[src/rtl/reset_seq_pkg.sv]
// Shared definitions for the reset sequencer: FSM state encoding and
// elaboration-time width helpers.
package reset_seq_pkg;

  typedef enum logic [1:0] {
    S_HOLD     = 2'd0,
    S_WAIT_ACK = 2'd1,
    S_DONE     = 2'd2,
    S_ERROR    = 2'd3
  } seq_state_e;

  // Number of bits needed to hold values 0..value-1 (0 for value<=1).
  function automatic int clog2(input int value);
    int result;
    result = 0;
    while ((1 << result) < value) result++;
    return result;
  endfunction

  function automatic int max2(input int a, input int b);
    return (a > b) ? a : b;
  endfunction

endpackage

[src/rtl/reset_sequencer.sv]
// Releases NUM_STAGES downstream resets one at a time in index order.
// Stage 0 is released after a hold delay; each later stage is released when
// the previous stage acknowledges. A missing ack within ACK_TIMEOUT cycles
// pulls every stage back into reset and latches the failing stage index.
module reset_sequencer
  import reset_seq_pkg::*;
#(
  parameter int NUM_STAGES  = 4,
  parameter int HOLD_CYCLES = 16,
  parameter int ACK_TIMEOUT = 255,
  localparam int IDX_W      = max2(1, clog2(NUM_STAGES))
) (
  input  logic                  clk,
  input  logic                  sync_reset,
  input  logic                  sw_reset_req,
  input  logic [NUM_STAGES-1:0] stage_ack,
  output logic [NUM_STAGES-1:0] stage_reset_n,
  output logic                  seq_done,
  output logic                  seq_error,
  output logic [IDX_W-1:0]      err_stage
);

  // One counter serves both the hold delay and the ack timeout.
  localparam int CNT_W = clog2(max2(HOLD_CYCLES, ACK_TIMEOUT) + 1);

  localparam logic [CNT_W-1:0] HOLD_LAST    = CNT_W'(HOLD_CYCLES - 1);
  localparam logic [CNT_W-1:0] TIMEOUT_LAST = CNT_W'(ACK_TIMEOUT - 1);
  localparam bit               TIMEOUT_EN   = (ACK_TIMEOUT != 0);
  localparam logic [IDX_W-1:0] LAST_IDX     = IDX_W'(NUM_STAGES - 1);

  seq_state_e       state;
  logic [IDX_W-1:0] idx;
  logic [CNT_W-1:0] cnt;

  // Sequencing FSM; every output is a flop updated here.
  always_ff @(posedge clk) begin
    // NOTE: sync_reset and sw_reset_req share one branch because both force
    // the identical restart; the reset branch is tested first so it wins over
    // any state activity, and all state uses <= so every flop sees pre-edge values.
    if (sync_reset || sw_reset_req) begin
      state         <= S_HOLD;
      idx           <= '0;
      cnt           <= '0;
      stage_reset_n <= '0;
      seq_done      <= 1'b0;
      seq_error     <= 1'b0;
      err_stage     <= '0;
    end else begin
      case (state)
        S_HOLD: begin
          if (cnt == HOLD_LAST) begin
            stage_reset_n <= NUM_STAGES'(1);
            idx           <= '0;
            cnt           <= '0;
            state         <= S_WAIT_ACK;
          end else begin
            cnt <= cnt + CNT_W'(1);
          end
        end

        S_WAIT_ACK: begin
          // Only the current stage's ack matters; the ack beats a same-edge timeout.
          if (stage_ack[idx]) begin
            if (idx == LAST_IDX) begin
              seq_done <= 1'b1;
              state    <= S_DONE;
            end else begin
              stage_reset_n <= stage_reset_n | (NUM_STAGES'(1) << (idx + IDX_W'(1)));
              idx           <= idx + IDX_W'(1);
              cnt           <= '0;
            end
          end else if (TIMEOUT_EN && (cnt == TIMEOUT_LAST)) begin
            seq_error     <= 1'b1;
            err_stage     <= idx;
            stage_reset_n <= '0;
            state         <= S_ERROR;
          end else if (cnt != '1) begin
            // Saturate so a disabled timeout never lets the counter wrap.
            cnt <= cnt + CNT_W'(1);
          end
        end

        S_DONE, S_ERROR: begin
          // Terminal until a restart request or sync_reset.
        end

        default: begin
          state <= S_HOLD;
        end
      endcase
    end
  end

endmodule

[config.mk]
export PLATFORM = sky130hd
export DESIGN_NAME = reset_sequencer
export DESIGN_NICKNAME = d
export VERILOG_FILES = /design/src/rtl/reset_seq_pkg.sv /design/src/rtl/reset_sequencer.sv
export SDC_FILE = /design/constraint.sdc
export NUM_CORES = 1
export LEC_CHECK = 0
export CAP_MARGIN = 40
export CORE_MARGIN = 8
export CORE_UTILIZATION = 53
export CTS_CLUSTER_DIAMETER = 100
export DETAILED_ROUTE_END_ITERATION = 12
export PLACE_DENSITY = 0.85
export SLEW_MARGIN = 0
export SYNTH_ARGS = -nofsm -noshare
export SYNTH_HDL_FRONTEND = slang
export SYNTH_SLANG_ARGS = --single-unit
[constraint.sdc]
create_clock -name clk -period 2.4 [get_ports clk]
set_input_delay 0.48 -clock clk [delete_from_list [all_inputs] [get_ports clk]]
set_output_delay 0.48 -clock clk [all_outputs]
set_load 0.1 [all_outputs]
# [Yosys cells after proc, flatten, opt, wreduce, memory -nomap -nowiden]
# Cells that the tools add are included.
[totals] reg_bits=20 input_bits=7 output_inout_bits=8
[op_classes] order_cmp=1 add_sub_neg=2 n_mux=22 eq_ne=13 shifts=1 bitwise=2 n_reduce_logical=9
[op_table] cell="$mux 8" n=5
[op_table] cell="$mux 4" n=4
[op_table] cell="$pmux 8 s2" n=1
[op_table] cell="$reduce_and 4->1" n=4
[op_table] cell="$ne 3x3->1 const B" n=5
[op_table] cell="$mux 2" n=7
[op_table] cell="$add 8x1->8 const B" n=1
[op_table] cell="$eq 8x4->1 const B" n=1
[op_table] cell="$eq 8x8->1 const B" n=1
[op_table] cell="$ne 8x8->1 const B" n=1
[op_table] cell="$pmux 2 s2" n=2
[op_table] cell="$pmux 4 s2" n=1
[op_table] cell="$ne 2x2->1 const B" n=3
[op_table] cell="$reduce_and 3->1" n=2
[op_table] cell="$or 4x4->4" n=1
[op_table] cell="$shl 1x2->4 const A" n=1
[op_table] cell="$lt 2x3->1 const B" n=1
[op_table] cell="$add 2x1->2 const B" n=1
[op_table] cell="$bmux 1 s2" n=1
[op_table] cell="$eq 2x1->1 const B" n=1
[op_table] cell="$eq 2x2->1 const B" n=1
[op_table] cell="$logic_not 2->1" n=1
[op_table] cell="$reduce_bool 2->1" n=1
[op_table] cell="$logic_or 1x1->1" n=1
[op_table] cell="2 further kinds" n=2

# [Depth between registers and ports, before layout]
[depth] ltp_word=6 ltp_mapped=8 mapped_depth_nobuf=7

# [Least setup slack after synthesis]
# Ideal clock, no wire load.
[synth_timing] path_kind="register to register" startpoint="register idx[0]" endpoint="register cnt[6]" setup_slack_ns=0.227 t_arrival_ns=2.089 stages_incl_launch_ff=7 path_buffers=2 cell_sequence="dfxtp_1 buf_2 mux4_2 a311o_1 buf_6 or2_1 o31ai_2"
[synth_between] elab_chain_cells=4 elab_cells_between_ends=9 classes_between="eq/ne: 4; mux: 4; reduce/logical: 1"
[synth_rtl] element="from (decl)" line="reset_sequencer.sv:32" text="logic [IDX_W-1:0] idx;"
[synth_rtl] element="from (signal assigned)" line="reset_sequencer.sv:69" text="idx <= idx + IDX_W'(1);"
[synth_rtl] element="$bmux 1 s2" line="reset_sequencer.sv:63" text="if (stage_ack[idx]) begin"
[synth_rtl] element="$mux 1 (implied by the code)" line="reset_sequencer.sv:63"
[synth_rtl] element="$ne 3x3->1 (no source line) or $mux 8 (tied branches)"
[synth_rtl] element="$reduce_and 4->1 (no source line) or $pmux 8 s2 (tied branches)"
[synth_rtl] element="to (signal assigned)" line="reset_sequencer.sv:57" text="cnt <= cnt + CNT_W'(1);"
[synth_rtl] element="to (signal assigned)" line="reset_sequencer.sv:79" text="cnt <= cnt + CNT_W'(1);"
[synth_rtl] element="to (decl)" line="reset_sequencer.sv:33" text="logic [CNT_W-1:0] cnt;"
# Several ways; a longest one is shown, not always the timed one. The select of a mux whose other input is x is not followed.
# A chain may end at the register's enable or synchronous reset.

# [Worst setup path after layout]
[layout_timing] startpoint="input stage_ack[3]" endpoint="register cnt[3]"
[layout_between] elab_chain_cells=4 elab_cells_between_ends=8 classes_between="eq/ne: 3; mux: 4; reduce/logical: 1"
[layout_rtl] element="from (decl)" line="reset_sequencer.sv:16" text="input logic [NUM_STAGES-1:0] stage_ack,"
[layout_rtl] element="$bmux 1 s2 *" line="reset_sequencer.sv:63"
[layout_rtl] element="$mux 1 (implied by the code) *" line="reset_sequencer.sv:63"
[layout_rtl] element="$ne 3x3->1 (no source line) or $mux 8 (tied branches)"
[layout_rtl] element="$reduce_and 4->1 (no source line) or $pmux 8 s2 (tied branches)"
# Every way passes the cells marked *; elsewhere a longest branch is shown, timed or not. The select of a mux whose other input is x is not followed.

==> metrics.txt <==
clock power share ~43%; Layout Nets approximately 170; I/O pin total 15; HPWL after DPL about 2.0 mm; fin util between 60 and 70%; CTS max path bufs 2; fraction of power spent switching nets roughly 21%; starting density of the core between 50 and 60%; Seq/Total Area, Yosys 35.6%; fmax approximately 440 MHz; Pleak 0.491 nW; worst-path fanout max 6; sequential cell fraction of total power roughly 51%; CTS Buf Count 3; initial antenna violation count 0; WS Path Type in2reg; vias in the first global route about 1000; hold path cells 2; Die Y roughly 62 um; TritonCTS clock tree done; fin crit share a little over nine tenths; Post-synth top flop dfxtp_1; post-layout min period 2.26 ns; fraction of registers with async set/reset 0%; 1st-pass router iterations 4; htree depth 1; RSZ-0062 raised after global routing false; Total Routed Length 2.86 mm; synthesis-stage register bit count 20; syn nets approximately 140; synth-to-layout area growth 20.6%; layout cell share with drive strength beyond 1 between 10% and 20%; Clock Latency Late Sink 0.31 ns; Worst Skew between 0.001 and 0.0015 ns; Root Driver clkbuf_4; Cell Rows 16; GR Overflow Total 0; Comb power frac under 10%; largest net degree at the start of global routing 14; P_sw 0.134 mW; Cell Pwr Density 483 nW/um2; internal power around 0.52 mW; DR iter-0 viols 47; gpl congestion 0.905; Crit path depth 6; first-pass GRT wire length 4.66 mm; required time worst endpoint ~2.7 ns; Worst Path Arrival around 2.5 ns; Die W about 62 um; Core ar. around 2000 um2; Clock Sink Count 20; Commonest cells post-synth 20 x dfxtp_1, 16 x nor2_1, 14 x nand3_1; FF-to-FF path depth 8; Avg WL per Cell around 16 um; slowest stage delay, CP about 0.54 ns; leading area contributor after synthesis dfxtp_1; DRC Markers 0; Final Max Slew Viols 0; reg-to-reg slack, setup ~0.27 ns; CTS Hold Bufs 0; final antenna-violating net count 0; outcome complete, no violations; worst vdd rail ir drop 342 uV; Critical-path top delay cell mux4_2; warnings from Yosys 0; I/O Buffers 14; syn_area_per_cell between 8 and 9 um2; crit-path cells clkdlybuf4s50_1 > mux4_2 > a311o_2 > buf_4 > or3_1 > mux2i_1; kind of cell adding the most delay to the critical path multiplexers; CTS resizes 0; die area between 3000 and 4000 um2; most frequent cell after synthesis dfxtp_1; Synth cell types 41; Post-Syn Area 1120 um2; Max Cap Viol 0; Worst-Margin Slew about 0.64 ns; Hold Violations, Final 0; max_slew headroom between 50 and 60%; Hold Path Class reg2reg; Post-Syn Instances 130; Total Power approximately 0.66 mW; number of setup buffers added after CTS 0; antenna cells 0; total track usage ~16%; Clock Pin Slew Worst Setup and Hold Paths about 0.12 ns; Post-synth EDFFs 0; crit end category register; top-area cell type share of the netlist area ~36%; via count between 1000 and 1500; CP Buf/Inv Count 2; count of final setup violators 0; Synth area leaders dfxtp_1 36%, ha_1 7.8%, nand3_1 6.2%; routed vias/inst around 6.3; Setup crit start kind input port
==> cell families (layout without fill, tap and decap cells) <==
| group | after synthesis | after routing | share of synthesized area (%) |
|---|---|---|---|
| AO/OA/AOI/OAI | 32 | 32 | 20.6 |
| multiplexers | 6 | 6 | 6.45 |
| adder cells (fa/ha/maj) | 7 | 7 | 7.79 |
| AND/OR/NAND/NOR | 53 | 53 | 24.7 |
| flip-flops | 20 | 20 | 35.6 |
| buffers and inverters | 12 | 32 | 4.89 |
==> metal layers <==
metal | track usage, % | vias up | part of all wire [%]
met2 | 27.4 | 76 | 46
met5 | 0 | - | 0
li1 | - | 528 | -
met3 | 4.73 | 18 | 9.7
met4 | 7.79 | 0 | 2.9
met1 | 18.0 | 500 | 41
==> area by class of cell <==
| type | count | area [um2] |
|---|---|---|
| Clock buffer | 3 | 22.5 |
| Clock inverter | 1 | 30.0 |
| Fill cell | 160 | 626 |
| Inverter | 7 | 26.3 |
| Multi-Input combinational cell | 98 | 671 |
| Sequential cell | 20 | 400 |
| Tap cell | 27 | 33.8 |
| Timing Repair Buffer | 21 | 173 |
==> per-stage QoR <==
step	worst slack, ns	instances	area [um2]	hold WS, ns	TNS, ns
2_1_floorplan	0.227	130	1120	0.447	0
3_3_place_gp	-0.134	173	1300	0.450	-0.540
3_5_place_dp	-0.188	173	1300	0.467	-0.810
4_1_cts	0.150	177	1360	0.494	0
5_1_grt	0.0710	177	1360	0.519	0
6_report	0.138	177	1360	0.494	0
==> state kept, by name, indices dropped and copies added, names as in the netlist <==
name and cells:
seq_done 1, stage_reset_n 4, idx 2, state 2, err_stage 2, seq_error 1, cnt 8
==> cells in the final DEF, fill, tap and decap left out, types with 3 or more instances in the layout <==
master and instances:
dfxtp_1 20, nor2_1 16, buf_4 15, nand3_1 14, inv_1 7, ha_1 7
nand2_1 6, a21oi_1 6, clkdlybuf4s50_1 6, mux2i_1 5, a31oi_1 5, nor3_1 3
o31ai_1 3, clkbuf_4 3
==> power by group through the flow <==
| stage | clock network, mW | registers (mW) | logic [mW] |
|---|---|---|---|
| 2_1_floorplan | 0 | 0.343 | 0.0186 |
| 6_report | 0.282 | 0.336 | 0.0375 |
| 3_3_place_gp | 0 | 0.344 | 0.0351 |
| 3_5_place_dp | 0 | 0.344 | 0.0363 |
| 5_1_grt | 0.295 | 0.337 | 0.0405 |
| 4_1_cts | 0.280 | 0.336 | 0.0369 |
==> path summary, 6_finish.rpt <==
check | startpoint | to
min reg2reg | stage_reset_n[1]$_SDFFE_PP0P_ | stage_reset_n[1]$_SDFFE_PP0P_
max | stage_ack[3] | cnt[3]$_SDFFE_PP0P_
min | stage_reset_n[1]$_SDFFE_PP0P_ | stage_reset_n[1]$_SDFFE_PP0P_
max reg2reg | cnt[0]$_SDFFE_PP0P_ | cnt[3]$_SDFFE_PP0P_
==> worst min-delay path, cell delays in order (launching register included) <==
cell     delay, ns
dfxtp_1       0.35
a31oi_1       0.05
nor2_1        0.07
(Power assumes the default switching activity.)
